===== config.mk =====
export PLATFORM = sky130hd
export DESIGN_NAME = ex_muldiv
export DESIGN_NICKNAME = d
export VERILOG_FILES = /design/src/rtl/ex_muldiv_pkg.sv /design/src/rtl/ex_div_core.sv /design/src/rtl/ex_muldiv.sv
export SDC_FILE = /design/constraint.sdc
export NUM_CORES = 2
export LEC_CHECK = 0
export BUFFER_PORTS_ARGS = -buffer_cell sky130_fd_sc_hd__buf_2
export CAP_MARGIN = 0
export CORE_ASPECT_RATIO = 0.6
export CORE_MARGIN = 2
export CORE_UTILIZATION = 60
export CTS_CLUSTER_DIAMETER = 200
export DETAILED_ROUTE_END_ITERATION = 7
export GPL_TIMING_DRIVEN = 0
export PLACE_DENSITY = 0.73
export SYNTH_ARGS = -nofsm -noshare
export SYNTH_HDL_FRONTEND = slang
export SYNTH_HIERARCHICAL = 1
export SYNTH_SLANG_ARGS = --single-unit

===== constraint.sdc =====
create_clock -name clk -period 12.1 [get_ports clk]
set_input_delay 3.025 -clock clk [delete_from_list [all_inputs] [get_ports clk]]
set_output_delay 3.025 -clock clk [all_outputs]
set_load 0.1 [all_outputs]

===== src/rtl/ex_muldiv_pkg.sv =====
// Shared definitions for the EX-stage HI/LO multiply/divide unit:
// operation encodings, FSM state encoding and small opcode decoders.
package ex_muldiv_pkg;

  localparam logic [2:0] MULDIV_OP_MULT  = 3'd0;
  localparam logic [2:0] MULDIV_OP_MULTU = 3'd1;
  localparam logic [2:0] MULDIV_OP_DIV   = 3'd2;
  localparam logic [2:0] MULDIV_OP_DIVU  = 3'd3;
  localparam logic [2:0] MULDIV_OP_MADD  = 3'd4;
  localparam logic [2:0] MULDIV_OP_MADDU = 3'd5;
  localparam logic [2:0] MULDIV_OP_MSUB  = 3'd6;
  localparam logic [2:0] MULDIV_OP_MSUBU = 3'd7;

  typedef enum logic [1:0] {
    ST_IDLE = 2'd0,
    ST_MUL  = 2'd1,
    ST_DIV  = 2'd2,
    ST_DONE = 2'd3
  } muldiv_state_t;

  function automatic logic op_is_div(input logic [2:0] o);
    return (o == MULDIV_OP_DIV) || (o == MULDIV_OP_DIVU);
  endfunction

  // Signed flavours: MULT, DIV, MADD, MSUB (even encodings).
  function automatic logic op_is_signed(input logic [2:0] o);
    return ~o[0];
  endfunction

  // Accumulating flavours: MADD/MADDU/MSUB/MSUBU.
  function automatic logic op_is_madd(input logic [2:0] o);
    return o[2];
  endfunction

endpackage


===== src/rtl/ex_div_core.sv =====
// Magnitude restoring radix-2 divider. load_i captures dividend/divisor,
// each step_i cycle produces one quotient bit (MSB first); last_o flags
// the step that produces the final bit. cancel_i clears the iteration count.
module ex_div_core #(
  parameter int WIDTH = 32
) (
  input  logic             clk,
  input  logic             rst,
  input  logic             load_i,
  input  logic             step_i,
  input  logic             cancel_i,
  input  logic [WIDTH-1:0] dividend_i,
  input  logic [WIDTH-1:0] divisor_i,
  output logic [WIDTH-1:0] quot_o,
  output logic [WIDTH-1:0] rem_o,
  output logic             last_o
);

  localparam int CW = $clog2(WIDTH + 1);

  logic [WIDTH-1:0] quot_q, quot_d;
  logic [WIDTH-1:0] rem_q, rem_d;
  logic [WIDTH-1:0] dvs_q, dvs_d;
  logic [CW-1:0]    cnt_q, cnt_d;
  logic [WIDTH:0]   trial;
  logic [WIDTH:0]   diff;

  // One restoring step: shift in the next dividend bit, subtract if it fits.
  always_comb begin
    quot_d = quot_q;
    rem_d  = rem_q;
    dvs_d  = dvs_q;
    cnt_d  = cnt_q;
    trial  = {rem_q, quot_q[WIDTH-1]};
    diff   = trial - {1'b0, dvs_q};
    if (cancel_i) begin
      cnt_d = '0;
    end else if (load_i) begin
      quot_d = dividend_i;
      rem_d  = '0;
      dvs_d  = divisor_i;
      cnt_d  = '0;
    end else if (step_i) begin
      // diff[WIDTH] is the borrow: set when the trial value is below the divisor
      if (!diff[WIDTH]) begin
        rem_d  = diff[WIDTH-1:0];
        quot_d = {quot_q[WIDTH-2:0], 1'b1};
      end else begin
        rem_d  = trial[WIDTH-1:0];
        quot_d = {quot_q[WIDTH-2:0], 1'b0};
      end
      cnt_d = cnt_q + CW'(1);
    end
  end

  // Divider state registers.
  always_ff @(posedge clk or posedge rst) begin
    if (rst) begin
      quot_q <= '0;
      rem_q  <= '0;
      dvs_q  <= '0;
      cnt_q  <= '0;
    end else begin
      quot_q <= quot_d;
      rem_q  <= rem_d;
      dvs_q  <= dvs_d;
      cnt_q  <= cnt_d;
    end
  end

  assign quot_o = quot_q;
  assign rem_o  = rem_q;
  assign last_o = step_i && (cnt_q == CW'(WIDTH - 1));

endmodule


===== src/rtl/ex_muldiv.sv =====
// Multi-cycle HI/LO multiply/divide unit for the EX stage.
// Multiply goes through a MUL_LAT-deep delay line; divide uses ex_div_core
// on magnitudes with sign fix-up here. Optional MADD/MADDU/MSUB/MSUBU
// support is enabled by defining EX_MULDIV_MADD_EN.
// Handshake: a request is accepted when start is high with a legal op while
// IDLE and cancel is low; done pulses for one cycle with hi_o/lo_o valid,
// and stallreq holds the pipeline from the accept cycle until DONE.
module ex_muldiv
  import ex_muldiv_pkg::*;
#(
  parameter int WIDTH   = 32,
  parameter int MUL_LAT = 2
) (
  input  logic          clk,
  input  logic          rst,
  input  logic          start,
  input  logic [2:0]    op,
  input  logic [WIDTH-1:0] opa,
  input  logic [WIDTH-1:0] opb,
  input  logic [WIDTH-1:0] acc_hi,
  input  logic [WIDTH-1:0] acc_lo,
  input  logic          cancel,
  output logic          stallreq,
  output logic          busy,
  output logic          done,
  output logic [WIDTH-1:0] hi_o,
  output logic [WIDTH-1:0] lo_o,
  output logic          div_by_zero,
  output muldiv_state_t state_o
);

  localparam int PW        = 2 * WIDTH;
  localparam int PIPE_N    = (MUL_LAT > 1) ? MUL_LAT - 1 : 1;
  localparam int PIPE_LAST = (MUL_LAT > 1) ? MUL_LAT - 2 : 0;

  muldiv_state_t    state_q, state_d;
  logic             op_legal;
  logic             accept;
  logic [2:0]       op_q;
  logic [2:0]       mcnt_q;
  logic [PW-1:0]    mul_a_q, mul_b_q, acc_q;
  logic [PW-1:0]    prod;
  logic [PW-1:0]    mul_res;
  logic [PW-1:0]    pipe_q [PIPE_N];
  logic [WIDTH-1:0] opa_q;
  logic             neg_q_q, neg_r_q, dz_q;
  logic [WIDTH-1:0] mag_a, mag_b;
  logic             in_signed;
  logic [WIDTH-1:0] quot, rem;
  logic             div_last;
  logic [WIDTH-1:0] quot_fix, rem_fix;
  logic [WIDTH-1:0] res_hi, res_lo;
  logic [WIDTH-1:0] hi_q, lo_q;

`ifdef EX_MULDIV_MADD_EN
  assign op_legal = 1'b1;
`else
  assign op_legal = ~op[2];
`endif

  // Cycles spent in MUL before DONE; the accumulate flavours take one more.
  function automatic int mul_target(input logic [2:0] o);
    return MUL_LAT - 1 + (op_is_madd(o) ? 1 : 0);
  endfunction

  assign accept    = (state_q == ST_IDLE) && start && op_legal && !cancel;
  assign in_signed = op_is_signed(op);
  assign mag_a     = (in_signed && opa[WIDTH-1]) ? -opa : opa;
  assign mag_b     = (in_signed && opb[WIDTH-1]) ? -opb : opb;

  // Next-state logic; cancel returns to IDLE from any active state.
  always_comb begin
    state_d = state_q;
    unique case (state_q)
      ST_IDLE: begin
        if (accept) begin
          if (op_is_div(op))           state_d = ST_DIV;
          else if (mul_target(op) == 0) state_d = ST_DONE;
          else                          state_d = ST_MUL;
        end
      end
      ST_MUL: begin
        if (cancel) state_d = ST_IDLE;
        else if (int'(mcnt_q) + 1 >= mul_target(op_q)) state_d = ST_DONE;
      end
      ST_DIV: begin
        if (cancel) state_d = ST_IDLE;
        else if (dz_q || div_last) state_d = ST_DONE;
      end
      ST_DONE: state_d = ST_IDLE;
      default: state_d = ST_IDLE;
    endcase
  end

  // State register and multiply cycle counter.
  always_ff @(posedge clk or posedge rst) begin
    if (rst) begin
      state_q <= ST_IDLE;
      mcnt_q  <= '0;
    end else begin
      state_q <= state_d;
      if (accept)                mcnt_q <= '0;
      else if (state_q == ST_MUL) mcnt_q <= mcnt_q + 3'd1;
    end
  end

  // Operand capture at accept; held until the next accepted request.
  always_ff @(posedge clk or posedge rst) begin
    if (rst) begin
      op_q    <= '0;
      mul_a_q <= '0;
      mul_b_q <= '0;
      acc_q   <= '0;
      opa_q   <= '0;
      neg_q_q <= 1'b0;
      neg_r_q <= 1'b0;
      dz_q    <= 1'b0;
    end else if (accept) begin
      op_q    <= op;
      mul_a_q <= in_signed ? {{WIDTH{opa[WIDTH-1]}}, opa} : {{WIDTH{1'b0}}, opa};
      mul_b_q <= in_signed ? {{WIDTH{opb[WIDTH-1]}}, opb} : {{WIDTH{1'b0}}, opb};
      acc_q   <= {acc_hi, acc_lo};
      opa_q   <= opa;
      neg_q_q <= in_signed && (opa[WIDTH-1] ^ opb[WIDTH-1]);
      neg_r_q <= in_signed && opa[WIDTH-1];
      dz_q    <= op_is_div(op) && (opb == '0);
    end
  end

  // Extended operands make one unsigned multiply serve both signednesses.
  assign prod = mul_a_q * mul_b_q;

  // Multiply delay line; operands are held, so the line settles on the product.
  always_ff @(posedge clk or posedge rst) begin
    if (rst) begin
      for (int i = 0; i < PIPE_N; i++) pipe_q[i] <= '0;
    end else begin
      pipe_q[0] <= prod;
      for (int i = 1; i < PIPE_N; i++) pipe_q[i] <= pipe_q[i-1];
    end
  end

  assign mul_res = (MUL_LAT > 1) ? pipe_q[PIPE_LAST] : prod;

  ex_div_core #(.WIDTH(WIDTH)) u_div (
    .clk        (clk),
    .rst        (rst),
    .load_i     (accept && op_is_div(op)),
    .step_i     ((state_q == ST_DIV) && !dz_q),
    .cancel_i   (cancel),
    .dividend_i (mag_a),
    .divisor_i  (mag_b),
    .quot_o     (quot),
    .rem_o      (rem),
    .last_o     (div_last)
  );

  assign quot_fix = neg_q_q ? -quot : quot;
  assign rem_fix  = neg_r_q ? -rem  : rem;

  // Result selection for the DONE cycle.
  always_comb begin
    res_hi = hi_q;
    res_lo = lo_q;
    case (op_q)
      MULDIV_OP_MULT, MULDIV_OP_MULTU: {res_hi, res_lo} = mul_res;
      MULDIV_OP_MADD, MULDIV_OP_MADDU: {res_hi, res_lo} = acc_q + mul_res;
      MULDIV_OP_MSUB, MULDIV_OP_MSUBU: {res_hi, res_lo} = acc_q - mul_res;
      default: begin
        if (dz_q) {res_hi, res_lo} = {opa_q, {WIDTH{1'b1}}};
        else      {res_hi, res_lo} = {rem_fix, quot_fix};
      end
    endcase
  end

  assign done = (state_q == ST_DONE) && !cancel;

  // Result hold registers, refreshed only by a completed operation.
  always_ff @(posedge clk or posedge rst) begin
    if (rst) begin
      hi_q <= '0;
      lo_q <= '0;
    end else if (done) begin
      hi_q <= res_hi;
      lo_q <= res_lo;
    end
  end

  assign hi_o        = done ? res_hi : hi_q;
  assign lo_o        = done ? res_lo : lo_q;
  assign div_by_zero = done && dz_q;
  assign busy        = (state_q != ST_IDLE);
  assign stallreq    = accept || (state_q == ST_MUL) || (state_q == ST_DIV);
  assign state_o     = state_q;

endmodule


# After elaboration in Yosys (flattened, before gate mapping)
# Cells that the tools add are included.
# totals
regBits,465
elab_cells,114
in_bits,135
output_inout_bits,70
# op_classes
addsub,12
n_eq_ne,14
order_cmp,1
muxes,33
n_reduce_logical,32
multipliers,1
bitwise_logic,4
# ops
cell,count
$mux 32,13
$pmux 32 s3,2
$mux 64,2
$neg 32->32,4
$add 64x64->64,1
$logic_not 32->1,2
$mul 64x64->64,1
$sub 64x64->64,1
$sub 33x32->33,1
$mux 6,3
$mux 2,7
$eq 3x3->1 const B,4
$logic_and 1x1->1,12
$pmux 2 s4,1
$add 6x1->6 const B,1
$eq 3x2->1 const B,2
$eq 6x5->1 const B,1
$mux 3,2
$ne 3x3->1 const B,2
$reduce_bool 2->1,3
$reduce_or 2->1,3
$add 1x1->2 const A,2
$add 3x1->4 const B,1
$eq 2x2->1 const B,2
other kinds (15),24

# Longest topological paths before layout
# depth
ltp_word,7
depth_mapped,36
ltp_nobuf,34

# By module
# Netlist, hierarchy kept.
# modules_own_cells
mod,area_each_um2,cells_per_inst,instances
ex_muldiv,68329.3,7701,1
ex_div_core,6517.5,740,1

# Least setup slack after synthesis
# No wires, ideal clock.
# synth_timing
path_kind,input -> output
from,input port cancel
to,output port hi_o[31]
n_path_buf,2
stages,6
slack_ns,2.949
arrival_ns,6.126
t_required_ns,9.075
path_cell_list,nand2b_1 clkbuf_1 clkinv_1 clkbuf_1 nor2_1 a31oi_1
# synth_via
elab_chain_cells,3
# synth_lines
item,line_no,source
from (decl),ex_muldiv.sv:22,"input logic cancel,"
$logic_not 1->1,ex_muldiv.sv:176,assign done = (state_q == ST_DONE) && !cancel;
$logic_and 1x1->1,ex_muldiv.sv:176,
via done,ex_muldiv.sv:25,"output logic done,"
$mux 32,ex_muldiv.sv:189,assign hi_o = done ? res_hi : hi_q;
to (decl),ex_muldiv.sv:26,"output logic [WIDTH-1:0] hi_o,"
# The timed path passes the listed nets, and every way through them passes these cells.

# Final worst setup path
# layout_timing
from,register mul_a_q[62]
to,register pipe_q (netlist bit mul_res[63])
# layout_via
elab_chain_cells,1
# layout_lines
item,line_no,source
from (decl),ex_muldiv.sv:41,"logic [PW-1:0] mul_a_q, mul_b_q, acc_q;"
from (signal assigned),ex_muldiv.sv:120,"mul_a_q <= in_signed ? {{WIDTH{opa[WIDTH-1]}}, opa} : {{WIDTH{1'b0}}, opa};"
$mul 64x64->64,ex_muldiv.sv:131,assign prod = mul_a_q * mul_b_q;
via prod[63],ex_muldiv.sv:42,logic [PW-1:0] prod;
to (decl),ex_muldiv.sv:44,logic [PW-1:0] pipe_q [PIPE_N];
# The timed path passes the listed nets, and every way through them passes these cells.
# A chain may end at the register's enable or synchronous reset.

==> out/qor.yml <==
max_freq_ghz: 0.0811
grt_max_degree: 107
worstPathArrival_ps: 12800
met1_usage_pct: 72.8
numCtsBuffers: 40
hold_violations: 0
cts_setup_buffers: 0
gr-max-usage-layer: "met1"
cts_tree: "built"
whs_ps: 491
dr.pass1.iters: 8
clkSinkCount: 369
io_pins: 205
clock_skew_ps: 46.2
grt_usage_pct: 54.0
fp.dieW_um: 460
cp_max_fo: 10
gp_congestion: 1.17
setup_tns_ps: -234
r2r_cells: 25
io_buffers: 204
nFillCells: 10600
cp-start-kind: "register"
grt_pass1_wl_um: 477000
grt_antenna_before_repair: 50
clk_latency_ps: 680
status: "complete, but fails checks"
setup_ws_ps: -234
syn_to_final_growth_pct: 6.60
post-route-drc-count: 338
timing.hold.worst.class: "register to register"
layout_min_cycle_time_ps: 12330
synth_enable_flop_cells: 0
hold_buffers: 0
synth_seq_cells: 369
path_clk_slew_ps: 80
post-route-period-util_pct: 102
nets: 10700
grtUsageMet2_pct: 58.8
cts-resized-gates: 0
final_layout_size_suffix_gt1_share_pct: 4.73
worst_pin_slew_ps: 1710
seq_area_frac_synth_pct: 12.3
mostFrequentLayoutCell: "inv_1"
synth.distinct_cells: 109
met3_usage_pct: 44.7
core-area_um2: 124000
multiInputGateArea_um2: 57500
final_cell_count_no_fill: 10500
layout_common_cells: "inv_1 (1694), fa_1 (1439), nand2_1 (1258), and2_1 (608), ha_1 (469)"
async_reset_ff_share_pct: 100
rows: 100
drt_iter0_drc: 10900
clockBufferDepth: 3
grt_pass1_vias: 63900
dp_hpwl_um: 286000
die_h_um: 278
criticalPathCategory: "register to register"
setup_viol: 1
maxSlewViolCount: 194
seqCellArea_um2: 9230
totalWireLength_um: 347000
wire_per_inst_um: 33.2
root_buffer: "clkbuf_16"
cts_htree_levels: 2
slew_headroom_pct: -13.9
rsz0062_at_grt: "no"
ant_nets: 0
syn_avg_cell_area_um2: 8.87
synthesis.area_um2: 74800
synth_ff_type: "dfrtp_1"
synthCells: 8441
worstPathRequired_ps: 12570
whs_path_depth: 2
viasPerCell: 6.52
yosys_warnings: 6
fp.dieArea_um2: 128000
start_util_pct: 60.4
dp.cells: 10300
vias: 68100
crit_path_end_kind: "register"
synthesis.nets: 10500
violations: "DRC, capacitance limit, slew limit, setup timing"
grt_overflow: 0
drv_cap: 19
r2r_slack_ps: -230
## per-layer routing
metal / share of wire [%] / wire, µm
met4: 4.7 / 16300
met2: 33 / 113000
met5: 1.7 / 5930
met3: 23 / 79400
met1: 38 / 133000
## sequential cells by signal (all words and copies together) (netlist names)
register	flops
mul_a_q	33
op_q	2
mul_res	64
state_o	2
u_div/cnt_q	6
mul_b_q	33
u_div/dvs_q	32
u_div/rem_o	32
mcnt_q	3
u_div/quot_o	32
dz_q	1
acc_q	64
hi_q	32
lo_q	32
neg_q_q	1
## final cells by class
cell class / count / share of cell area, %
Sequential cell: 369 / 11.6
Antenna cell: 96 / 0.301
Buffer: 433 / 2.17
Tap cell: 1632 / 2.56
Clock inverter: 21 / 0.367
Inverter: 1701 / 8.01
Multi-Input combinational cell: 5938 / 72.1
Timing Repair Buffer: 214 / 1.46
Clock buffer: 53 / 1.46
## cell usage after synthesis, drive strengths merged (10+ instances only)
cell type	n	share of area, %
or3	25	0.22
nor2	247	1.2
mux2i	75	1.0
or4	16	0.17
clkbuf	381	1.9
dfrtp	369	12
fa	1439	38
o21a	16	0.16
xor2	111	1.3
o21bai	52	0.53
nor3	74	0.51
o221ai	39	0.46
nand2b	31	0.27
a31oi	32	0.30
nor2b	39	0.33
and2	608	5.1
nor4	30	0.26
o31ai	65	0.73
ha	469	7.8
xnor2	209	2.4
or2	12	0.10
o211ai	35	0.36
o21ai	309	2.1
o311ai	22	0.30
a211oi	29	0.31
a21oi	309	2.1
nand3	52	0.37
a41oi	10	0.14
a311oi	11	0.13
inv	1696	8.5
o41ai	15	0.19
buf	52	0.38
and3	23	0.19
o22ai	10	0.084
nand2	1262	6.3
nand4	60	0.50
a21o	82	0.82
a2111oi	11	0.15
## through the flow
stage                     area, µm²  worst slack (ps)  utilization, %
after floorplan               74800              1720               -
after global placement        77900             -2190            62.9
after detailed placement      78000              64.1            63.0
after CTS                     79500              52.1            64.2
after global routing          79600               270            64.3
final                         79800              -234            64.4
## cells by family (layout without fill, tap and decap cells)
logic type	Yosys count	count (layout)	synth area share, %
AND/OR/NAND/NOR	2510	2510	15.9
buffers and inverters	2134	2422	10.8
adder cells (fa/ha/maj)	1908	1908	46.3
AO/OA/AOI/OAI	1121	1121	9.78
flip-flops	369	369	12.3
XOR/XNOR	320	320	3.74
multiplexers	79	79	1.06
other	0	96	0
## path summary, 6_finish.rpt
| check | startpoint | end |
|---|---|---|
| worst max-delay path | mul_a_q[62] | mul_res[63] |
| worst min-delay path | lo_q[27] | lo_q[27] |
| worst min register to register | lo_q[27] | lo_q[27] |
| min in group asynchronous | rst | mul_b_q[11] |
| worst max register to register | mul_a_q[62] | mul_res[63] |
| max in group asynchronous | rst | acc_q[44] |
## worst max-delay path, stage by stage, from the launching register on
cell and delay [ps]:
dfrtp_1 340, clkbuf_1 490, clkbuf_2 510, clkbuf_2 680, nand2_1 280, fa_1 800, inv_1 100, fa_1 420
fa_1 380, inv_1 720, fa_1 650, inv_1 340, fa_1 520, fa_1 950, inv_1 220, fa_1 510
fa_1 530, fa_1 510, inv_1 180, fa_1 580, xnor2_1 180, xnor2_1 170, xnor2_1 670, xnor2_1 220
xnor2_2 780, xnor2_1 320
Power is left out: the tool's default activity adds up to more than one toggle a clock period on the data nets, which glitch-free logic cannot reach.
